$ cat src/rtl/id_issue_stage_if.sv
// ID/EX pipeline bus. The issue stage drives it as master; the EX stage consumes it as slave
// and returns out_ready.
interface id_issue_stage_if #(
  parameter int unsigned XLEN   = 32,
  parameter int unsigned CTRL_W = 16
);
  logic              out_valid;
  logic              out_ready;
  logic [CTRL_W-1:0] out_ctrl;
  logic [XLEN-1:0]   out_data_s;
  logic [XLEN-1:0]   out_data_t;
  logic [XLEN-1:0]   out_imm;
  logic [XLEN-1:0]   out_pc_jump;
  logic [XLEN-1:0]   out_pc_next;
  logic [5:0]        out_opcode;
  logic [5:0]        out_funct;
  logic [4:0]        out_rs;
  logic [4:0]        out_rt;
  logic [4:0]        out_rd;

  modport master (
    output out_valid, out_ctrl, out_data_s, out_data_t, out_imm, out_pc_jump, out_pc_next,
           out_opcode, out_funct, out_rs, out_rt, out_rd,
    input  out_ready
  );

  modport slave (
    input  out_valid, out_ctrl, out_data_s, out_data_t, out_imm, out_pc_jump, out_pc_next,
           out_opcode, out_funct, out_rs, out_rt, out_rd,
    output out_ready
  );
endinterface

$ cat src/rtl/id_issue_stage.sv
// MIPS decode/issue stage: register file, operand forwarding mux, immediate/jump-target build
// and a valid/ready ID/EX register with hazard bubbles, flush and saturating perf counters.
module id_issue_stage #(
  parameter int unsigned XLEN   = 32,
  parameter int unsigned NFWD   = 3,
  parameter int unsigned CTRL_W = 16,
  parameter int unsigned CNT_W  = 16,
  parameter int unsigned SELW   = $clog2(NFWD + 1)
) (
  input  logic               clk,
  input  logic               reset,
  input  logic               flush,
  input  logic               in_valid,
  output logic               in_ready,
  input  logic [31:0]        instruction,
  input  logic [XLEN-1:0]    pc_next,
  input  logic [CTRL_W-1:0]  dec_ctrl,
  input  logic               hazard_stall,
  input  logic [SELW-1:0]    fwd_sel_rs,
  input  logic [SELW-1:0]    fwd_sel_rt,
  input  logic [NFWD*XLEN-1:0] fwd_data,
  input  logic               wb_en,
  input  logic [4:0]         wb_addr,
  input  logic [XLEN-1:0]    wb_data,
  output logic [4:0]         rs_probe,
  output logic [4:0]         rt_probe,
  output logic [15:0]        instr_top,
  id_issue_stage_if.master   ex_io,
  output logic [CNT_W-1:0]   stall_count,
  output logic [CNT_W-1:0]   bubble_count
);

  logic [5:0] opcode, funct;
  logic [4:0] rs, rt, rd;
  logic       unused_shamt;

  assign opcode       = instruction[31:26];
  assign rs           = instruction[25:21];
  assign rt           = instruction[20:16];
  assign rd           = instruction[15:11];
  assign funct        = instruction[5:0];
  assign unused_shamt = ^instruction[10:6];

  assign rs_probe  = rs;
  assign rt_probe  = rt;
  assign instr_top = instruction[31:16];

  logic [XLEN-1:0] rf_q [32];
  logic [XLEN-1:0] rf_s, rf_t;
  logic [XLEN-1:0] opnd_s, opnd_t;
  logic [XLEN-1:0] imm, pc_jump;

  // Read ports bypass a same-cycle writeback so the operand is never one write stale.
  always_comb begin
    rf_s = '0;
    rf_t = '0;
    if (rs != 5'd0) rf_s = (wb_en && wb_addr == rs) ? wb_data : rf_q[rs];
    if (rt != 5'd0) rf_t = (wb_en && wb_addr == rt) ? wb_data : rf_q[rt];
  end

  // Out-of-range selects deliberately fall through to the register-file value.
  always_comb begin
    opnd_s = rf_s;
    opnd_t = rf_t;
    for (int unsigned k = 1; k <= NFWD; k++) begin
      if (32'(fwd_sel_rs) == k) opnd_s = fwd_data[(k-1)*XLEN +: XLEN];
      if (32'(fwd_sel_rt) == k) opnd_t = fwd_data[(k-1)*XLEN +: XLEN];
    end
  end

  always_comb begin
    case (opcode)
      6'h0C, 6'h0D, 6'h0E: imm = XLEN'(instruction[15:0]);
      6'h0F:               imm = XLEN'($signed({instruction[15:0], 16'h0000}));
      default:             imm = XLEN'($signed(instruction[15:0]));
    endcase
  end

  assign pc_jump = {pc_next[XLEN-1:28], instruction[25:0], 2'b00};

  logic              valid_q;
  logic [CTRL_W-1:0] ctrl_q;
  logic [XLEN-1:0]   data_s_q, data_t_q, imm_q, pc_jump_q, pc_next_q;
  logic [5:0]        opcode_q, funct_q;
  logic [4:0]        rs_q, rt_q, rd_q;
  logic [CNT_W-1:0]  stall_cnt_q, stall_cnt_d;
  logic [CNT_W-1:0]  bubble_cnt_q, bubble_cnt_d;
  logic              free, stall_inc, bubble_inc;

  assign free       = !valid_q || ex_io.out_ready;
  assign in_ready   = free && !hazard_stall && !reset;
  assign stall_inc  = in_valid && hazard_stall;
  assign bubble_inc = !flush && free && hazard_stall && in_valid;

  always_comb begin
    stall_cnt_d  = stall_cnt_q;
    bubble_cnt_d = bubble_cnt_q;
    if (stall_inc && stall_cnt_q != {CNT_W{1'b1}}) stall_cnt_d = stall_cnt_q + CNT_W'(1);
    if (bubble_inc && bubble_cnt_q != {CNT_W{1'b1}}) bubble_cnt_d = bubble_cnt_q + CNT_W'(1);
  end

  always_ff @(posedge clk) begin
    if (reset) begin
      valid_q      <= 1'b0;
      ctrl_q       <= '0;
      data_s_q     <= '0;
      data_t_q     <= '0;
      imm_q        <= '0;
      pc_jump_q    <= '0;
      pc_next_q    <= '0;
      opcode_q     <= '0;
      funct_q      <= '0;
      rs_q         <= '0;
      rt_q         <= '0;
      rd_q         <= '0;
      stall_cnt_q  <= '0;
      bubble_cnt_q <= '0;
      for (int i = 0; i < 32; i++) rf_q[i] <= '0;
    end else begin
      stall_cnt_q  <= stall_cnt_d;
      bubble_cnt_q <= bubble_cnt_d;
      if (wb_en && wb_addr != 5'd0) rf_q[wb_addr] <= wb_data;

      // Flush beats hold; a stalled-but-free stage turns into a bubble, otherwise load or drain.
      if (flush) begin
        valid_q <= 1'b0;
        ctrl_q  <= '0;
      end else if (free) begin
        if (hazard_stall) begin
          valid_q <= 1'b0;
          ctrl_q  <= '0;
        end else if (in_valid) begin
          valid_q   <= 1'b1;
          ctrl_q    <= dec_ctrl;
          data_s_q  <= opnd_s;
          data_t_q  <= opnd_t;
          imm_q     <= imm;
          pc_jump_q <= pc_jump;
          pc_next_q <= pc_next;
          opcode_q  <= opcode;
          funct_q   <= funct;
          rs_q      <= rs;
          rt_q      <= rt;
          rd_q      <= rd;
        end else begin
          valid_q <= 1'b0;
        end
      end
    end
  end

  assign ex_io.out_valid   = valid_q;
  assign ex_io.out_ctrl    = ctrl_q;
  assign ex_io.out_data_s  = data_s_q;
  assign ex_io.out_data_t  = data_t_q;
  assign ex_io.out_imm     = imm_q;
  assign ex_io.out_pc_jump = pc_jump_q;
  assign ex_io.out_pc_next = pc_next_q;
  assign ex_io.out_opcode  = opcode_q;
  assign ex_io.out_funct   = funct_q;
  assign ex_io.out_rs      = rs_q;
  assign ex_io.out_rt      = rt_q;
  assign ex_io.out_rd      = rd_q;

  assign stall_count  = stall_cnt_q;
  assign bubble_count = bubble_cnt_q;

endmodule

$ cat src/flat_wrapper.sv
// flat-port wrapper written by rule: the top's interface ports become plain ports
module id_issue_stage_flat 
#(
  parameter int unsigned XLEN   = 32,
  parameter int unsigned NFWD   = 3,
  parameter int unsigned CTRL_W = 16,
  parameter int unsigned CNT_W  = 16,
  parameter int unsigned SELW   = $clog2(NFWD + 1)
)
  (clk, reset, flush, in_valid, in_ready, instruction, pc_next, dec_ctrl, hazard_stall, fwd_sel_rs, fwd_sel_rt, fwd_data, wb_en, wb_addr, wb_data, rs_probe, rt_probe, instr_top, stall_count, bubble_count, ex_io_out_valid, ex_io_out_ctrl, ex_io_out_data_s, ex_io_out_data_t, ex_io_out_imm, ex_io_out_pc_jump, ex_io_out_pc_next, ex_io_out_opcode, ex_io_out_funct, ex_io_out_rs, ex_io_out_rt, ex_io_out_rd, ex_io_out_ready);
  id_issue_stage_if #(.XLEN(XLEN), .CTRL_W(CTRL_W)) ex_io_i ();
  input  logic clk;
  input  logic reset;
  input  logic flush;
  input  logic in_valid;
  output logic in_ready;
  input  logic [31:0] instruction;
  input  logic [XLEN-1:0] pc_next;
  input  logic [CTRL_W-1:0] dec_ctrl;
  input  logic hazard_stall;
  input  logic [SELW-1:0] fwd_sel_rs;
  input  logic [SELW-1:0] fwd_sel_rt;
  input  logic [NFWD*XLEN-1:0] fwd_data;
  input  logic wb_en;
  input  logic [4:0] wb_addr;
  input  logic [XLEN-1:0] wb_data;
  output logic [4:0] rs_probe;
  output logic [4:0] rt_probe;
  output logic [15:0] instr_top;
  output logic [CNT_W-1:0] stall_count;
  output logic [CNT_W-1:0] bubble_count;
  output wire logic [$bits(ex_io_i.out_valid)-1:0] ex_io_out_valid;
  output wire logic [$bits(ex_io_i.out_ctrl)-1:0] ex_io_out_ctrl;
  output wire logic [$bits(ex_io_i.out_data_s)-1:0] ex_io_out_data_s;
  output wire logic [$bits(ex_io_i.out_data_t)-1:0] ex_io_out_data_t;
  output wire logic [$bits(ex_io_i.out_imm)-1:0] ex_io_out_imm;
  output wire logic [$bits(ex_io_i.out_pc_jump)-1:0] ex_io_out_pc_jump;
  output wire logic [$bits(ex_io_i.out_pc_next)-1:0] ex_io_out_pc_next;
  output wire logic [$bits(ex_io_i.out_opcode)-1:0] ex_io_out_opcode;
  output wire logic [$bits(ex_io_i.out_funct)-1:0] ex_io_out_funct;
  output wire logic [$bits(ex_io_i.out_rs)-1:0] ex_io_out_rs;
  output wire logic [$bits(ex_io_i.out_rt)-1:0] ex_io_out_rt;
  output wire logic [$bits(ex_io_i.out_rd)-1:0] ex_io_out_rd;
  input wire logic [$bits(ex_io_i.out_ready)-1:0] ex_io_out_ready;
  assign ex_io_out_valid = ex_io_i.out_valid;
  assign ex_io_out_ctrl = ex_io_i.out_ctrl;
  assign ex_io_out_data_s = ex_io_i.out_data_s;
  assign ex_io_out_data_t = ex_io_i.out_data_t;
  assign ex_io_out_imm = ex_io_i.out_imm;
  assign ex_io_out_pc_jump = ex_io_i.out_pc_jump;
  assign ex_io_out_pc_next = ex_io_i.out_pc_next;
  assign ex_io_out_opcode = ex_io_i.out_opcode;
  assign ex_io_out_funct = ex_io_i.out_funct;
  assign ex_io_out_rs = ex_io_i.out_rs;
  assign ex_io_out_rt = ex_io_i.out_rt;
  assign ex_io_out_rd = ex_io_i.out_rd;
  assign ex_io_i.out_ready = ex_io_out_ready;
  id_issue_stage #(.XLEN(XLEN), .NFWD(NFWD), .CTRL_W(CTRL_W), .CNT_W(CNT_W), .SELW(SELW)) u_core (.clk(clk), .reset(reset), .flush(flush), .in_valid(in_valid), .in_ready(in_ready), .instruction(instruction), .pc_next(pc_next), .dec_ctrl(dec_ctrl), .hazard_stall(hazard_stall), .fwd_sel_rs(fwd_sel_rs), .fwd_sel_rt(fwd_sel_rt), .fwd_data(fwd_data), .wb_en(wb_en), .wb_addr(wb_addr), .wb_data(wb_data), .rs_probe(rs_probe), .rt_probe(rt_probe), .instr_top(instr_top), .ex_io(ex_io_i), .stall_count(stall_count), .bubble_count(bubble_count));
endmodule
$ cat config.mk
export PLATFORM = sky130hd
export DESIGN_NAME = id_issue_stage_flat
export DESIGN_NICKNAME = d
export VERILOG_FILES = /design/src/rtl/id_issue_stage_if.sv /design/src/rtl/id_issue_stage.sv /design/src/flat_wrapper.sv
export SDC_FILE = /design/constraint.sdc
export NUM_CORES = 2
export LEC_CHECK = 0
export CELL_PAD_IN_SITES_DETAIL_PLACEMENT = 0
export CELL_PAD_IN_SITES_GLOBAL_PLACEMENT = 2
export CORE_AREA = 2 2 410 412
export DETAILED_ROUTE_END_ITERATION = 8
export DIE_AREA = 0 0 412 414
export PLACE_DENSITY_LB_ADDON = 0.1
export SLEW_MARGIN = 5
export SYNTH_ARGS = -nofsm -noshare
export SYNTH_HDL_FRONTEND = slang
export SYNTH_SLANG_ARGS = --single-unit
$ cat constraint.sdc
create_clock -name clk -period 6.4 [get_ports clk]
set_clock_uncertainty 0.15 [all_clocks]
set_input_delay 1.28 -clock clk [delete_from_list [all_inputs] [get_ports clk]]
set_output_delay 1.28 -clock clk [all_outputs]
set_load 0.02 [all_outputs]
==> metrics.yaml <==
layout:
  syn_to_final_growth_pct: 17.4
  layout_common_cells: "edfxtp_1, and2_1, mux2i_1"
  layout-drive-gt1-share_pct: 15.5
  layout_commonest_cell: "edfxtp_1"
  fin_area_um2: 77500
  nets: 5806
  fin_util_pct: 46.6
yosys:
  ys_async_sr_fraction_pct: 0
  synth_top_flop_cell: "edfxtp_1"
  ys_warn_count: 0
  synth_edf_count: 1024
  ys_ff_latch: 1233
  synth_area_um2: 66100
  syn_avg_cell_area_um2: 12.4
  ys_seq_area_share_pct: 52.9
  synth.distinct_cells: 73
  syn_inst: 5313
timing:
  period_share_pct: 69.3
  setup_viol: 0
  hold_ws_ns: 0.303
  hold_viol: 0
  slew_headroom_pct: 5.70
  slew_viol_final: 0
  tns_ns: 0
  tightest_slew_ns: 1.38
  max_freq_ghz: 0.225
  finalCriticalPeriod_ns: 4.44
  grt_setup_unrepaired: "no"
worst_setup_path:
  end_kind: "primary output"
  cp-startpoint: "instruction[16]"
  cp-start-kind: "primary input"
  worst-path-max-fanout: 67
  r2r-start: "u_core.ex_io.out_valid"
  cp.required_ns: 4.97
  crit_type: "primary input to primary output"
  cp.arrival_ns: 3.01
clocking:
  cts_inserted_buffers: 146
  cts_setup_buffers: 0
  cts_resized: 0
  cts-root-buf: "clkbuf_16"
  clk_pin_slew_worst_paths_ns: 0.05
  clock_latency_ns: 0.80
  cts_tree: "done"
  htree_levels: 4
  clockBufferDepth: 3
  hold_buffers: 0
  clock-sinks: 1233
hold_path:
  hold_path.class: "flop to flop"
  hold_path_startpoint: "u_core.ex_io.out_pc_next[0]"
floorplanning:
  die_y_um: 414
  floorplan.initialDensity_pct: 39.7
  coreArea_um2: 166000
  fp.dieW_um: 412
  die_area_um2: 171000
  rows: 150
  ios: 487
placement:
  place_area_um2: 72600
  dp_hpwl_mm: 207
  gp_congestion: 0.929
  io_buffers: 484
drt:
  route.detailed.drc: 0
  num_vias: 48898
  wirelength_mm: 299
  post_drt_wl_per_cell_um: 37.6
  drt-initial-drc-count: 6981
  drtPass1Iterations: 6
  ant_nets: 0
  vias_per_cell: 6.16
pwr:
  power.total_w: 0.0208
  vdd_drop_max_mv: 0.291
  power_leakage_nw: 27.5
  powerDensity_nw_per_um2: 269
global_routing:
  grt_pass1_vias: 46148
  antenna_found_initial: 54
  grt_usage_pct: 34.3
  grt_max_degree: 74
  grt-ovfl-total: 0
  grt_pass1_wl_mm: 404
run_status:
  status: "completed"
job:
  cap_violations: 0
-- layout make-up --
| class | instances | area (µm²) |
|---|---|---|
| fill | 14937 | 88700 |
| sequential | 1233 | 34900 |
| multi-input combinational | 3513 | 28500 |
| timing repair buffer | 674 | 6360 |
| clock buffer | 193 | 4050 |
| tap | 2204 | 2760 |
| clock inverter | 78 | 781 |
| antenna | 27 | 67.6 |
| inverter | 12 | 46.3 |
-- critical path, stage by stage --
cell and delay [ns]:
buf_8 0.43, buf_12 0.49, clkdlybuf4s50_1 0.72
-- cell families (layout without fill, tap and decap cells) --
| family | after synthesis | count (layout) | synth area share [%] |
|---|---|---|---|
| flops | 1233 | 1233 | 52.9 |
| mux | 824 | 824 | 18.7 |
| fa+ha+maj | 2 | 2 | 0.0379 |
| simple gates | 1816 | 1816 | 15.2 |
| xor+xnor | 29 | 29 | 0.384 |
| compound gates | 808 | 808 | 8.30 |
| other cells | 1 | 61 | 0.00568 |
| buf+inv | 600 | 957 | 4.50 |
-- where the power goes --
part | internal, W | switching, W
clock | 0.00499 | 0.00361
sequential | 0.00910 | 0.000242
combinational | 0.00101 | 0.00187
-- flip-flops by register name, indices dropped and copies added, names as in the netlist --
| register | cells |
|---|---|
| u_core.ex_io.out_pc_next | 32 |
| u_core.ex_io.out_funct | 5 |
| u_core.ex_io.out_valid | 1 |
| u_core.rf_q | 1024 |
| u_core.ex_io.out_data_s | 32 |
| u_core.stall_count | 16 |
| u_core.ex_io.out_data_t | 32 |
| u_core.ex_io.out_imm | 32 |
| u_core.ex_io.out_pc_jump | 9 |
| u_core.ex_io.out_opcode | 6 |
| u_core.ex_io.out_rt | 4 |
| u_core.bubble_count | 16 |
| u_core.ex_io.out_rd | 4 |
| u_core.ex_io.out_rs | 4 |
| u_core.ex_io.out_ctrl | 16 |
-- path summary, 6_finish.rpt --
check                                      to  slack (ns)  cells past startpoint
setup / recovery                 instr_top[0]        1.96                      3
hold / removal    u_core.ex_io.out_pc_next[0]        0.30                      2
setup reg to reg  u_core.ex_io.out_data_t[19]        2.79                      7
hold reg to reg   u_core.ex_io.out_pc_next[0]        0.30                      2
-- layer usage --
layer | GRT usage (%) | routed length (µm)
met4 | 13.7 | 12100
met3 | 8.25 | 28900
met5 | 0 | 57
met1 | 47.2 | 123000
met2 | 52.2 | 135000
-- metrics by stage --
step	worst slack, ns	instances
after floorplan	2.61	5346
after CTS	1.93	7906
after detailed placement	1.32	7635
after global routing	1.87	7927
final	1.96	7934
after global placement	1.36	7635
-- Yosys cell counts (13+ instances only) --
cell / number / share of area, %
o211ai_1: 33 / 0.37
a21oi_1: 242 / 1.8
or4_1: 13 / 0.15
a211oi_1: 28 / 0.32
nor2_1: 134 / 0.76
clkbuf_1: 355 / 2.0
and3_1: 13 / 0.12
mux2i_1: 472 / 7.2
nor3_1: 22 / 0.17
a221oi_1: 31 / 0.41
dfxtp_1: 209 / 6.3
and2_1: 1005 / 9.5
buf_6: 29 / 0.49
buf_4: 103 / 1.2
o22a_1: 27 / 0.36
buf_1: 28 / 0.16
edfxtp_1: 1024 / 47
mux2_2: 25 / 0.43
a31oi_1: 36 / 0.34
a22oi_1: 214 / 2.4
buf_2: 70 / 0.53
o31ai_1: 32 / 0.36
a22o_1: 19 / 0.25
or3_1: 23 / 0.22
nand3_1: 115 / 0.87
nand2_1: 361 / 2.1
nand4_1: 44 / 0.42
xnor2_1: 23 / 0.30
or2_2: 45 / 0.43
o32ai_1: 13 / 0.17
mux4_2: 327 / 11
o21ai_0: 45 / 0.34
a221o_1: 21 / 0.32
Power figures use the tool's default switching activity.
==> RTL change, RTL diff (config.mk and constraints unchanged) <==
`CNT_W` is set to 16 in 2 places; all go to 20.
--- a/src/rtl/id_issue_stage.sv
+++ b/src/rtl/id_issue_stage.sv
@@ -6,3 +6,3 @@
   parameter int unsigned CTRL_W = 16,
-  parameter int unsigned CNT_W  = 16,
+  parameter int unsigned CNT_W  = 20,
   parameter int unsigned SELW   = $clog2(NFWD + 1)
--- a/src/flat_wrapper.sv
+++ b/src/flat_wrapper.sv
@@ -6,3 +6,3 @@
   parameter int unsigned CTRL_W = 16,
-  parameter int unsigned CNT_W  = 16,
+  parameter int unsigned CNT_W  = 20,
   parameter int unsigned SELW   = $clog2(NFWD + 1)
Interface: changed (resized bubble_count and stall_count); port bits go from 487 to 495. The function was not compared with the original's and may differ.
==> RTL change against the unedited design <==
- setup slack got worse by 290 ps
- total power decreased by 1.5%
- synthesized area increased by 0.11%
- critical endpoint is now in_ready
- utilization increased by 0.58 points
- sequential cell count increased by 8
- non-clock buffer count decreased by 1
- critical path depth increased by 1
- highest routed layer unchanged
- count of clock-buffer cells in the layout unchanged
- routed wire length decreased by 7.6%
- clock power decreased by 3.6%
- final area increased by 1.3%
==> RTL change: results (changes against the unedited design) <==
metric	value	unit	change
status	finished, final reports clean		
met1_length	109000	um	-11%
r2r_setup_slack	3000	ps	+210 ps
grt_pass1_vias	46000		-0.28%
grt_max_degree	75		+1.4%
powerDensity	261	nW/um^2	-2.8%
use_met2	50.8	%	-1.4 points
met3_usage	7.86	%	-0.39 points
leakagePower	26.0	nW	-5.3%
wl_per_cell	37.2	um	-1.2%
highest_layer	met5		
dp_hpwl	180000	um	-13%
swShare	26.5	%	-1.0 points
grt_usage	32.1	%	-2.2 points
power_clock	0.00829	W	-3.6%
crit_fanout	7		-90%
gp_congestion	0.847		-8.9%
synth_area_leaders	edfxtp_1 (46%), mux4_2 (21%), and2_1 (8.9%)		
tightest_slew	1320	ps	-54.0 ps
antenna_found_initial	49		-9.3%
wl_met3	28000	um	-3.1%
fill_cells	14700		-1.8%
pg_seq	0.00941	W	+0.7%
synth-seq-area-share	53.1	%	+0.19 points
ys_types	64		-12%
drive_gt1_share	21.8	%	+6.3 points
clock_latency	780	ps	-20 ps
fin_nets	5322		-8.3%
==> RTL change: layout make-up <==
class                   count  share of cell area (%)
well taps                2204                    3.51
flip-flops and latches   1241                    44.7
clock inverters            74                   0.792
inverters                  13                  0.0637
diodes                      9                  0.0287
clock buffers             193                    5.10
multi-input cells        3019                    37.3
repair buffers            673                    8.47
==> RTL change: per-stage QoR <==
step                hold slack [ps]  worst slack, ps  utilization, %  instances  instance area [um^2]
finish                          302             1670            47.2       7426                 78500
global route                    314             1630            47.2       7420                 78500
CTS                             305             1660            47.2       7417                 78500
detailed placement              297             1390            44.4       7150                 73900
global placement                292             1420            44.4       7150                 73900
floorplan                       380             1140               -       4833                 66300
==> RTL change: worst paths after layout <==
path | from | to | cells past startpoint
max | ex_io_out_ready | in_ready | 4
min | u_core.ex_io.out_pc_next[14]$_SDFFE_PP0P_ | u_core.ex_io.out_pc_next[14]$_SDFFE_PP0P_ | 2
max reg2reg | u_core.ex_io.out_valid$_SDFFE_PP0N_ | u_core.ex_io.out_imm[6]$_SDFFE_PP0P_ | 6
min reg2reg | u_core.ex_io.out_pc_next[14]$_SDFFE_PP0P_ | u_core.ex_io.out_pc_next[14]$_SDFFE_PP0P_ | 2
==> RTL change: critical path: stages <==
cell and delay, ps:
clkdlybuf4s50_1 540, nor2b_1 790, nor3_1 100, clkdlybuf4s50_1 570
==> RTL change: cells by family (layout without fill, tap and decap cells) <==
logic type	Yosys count	in the layout	share of synthesized area [%]
simple gates	1622	1622	13.9
flops	1241	1241	53.1
mux	686	686	22.2
compound gates	639	639	6.53
buf+inv	573	953	3.85
xor+xnor	36	36	0.477
fa+ha+maj	2	2	0.0378
other cells	1	43	0.00567
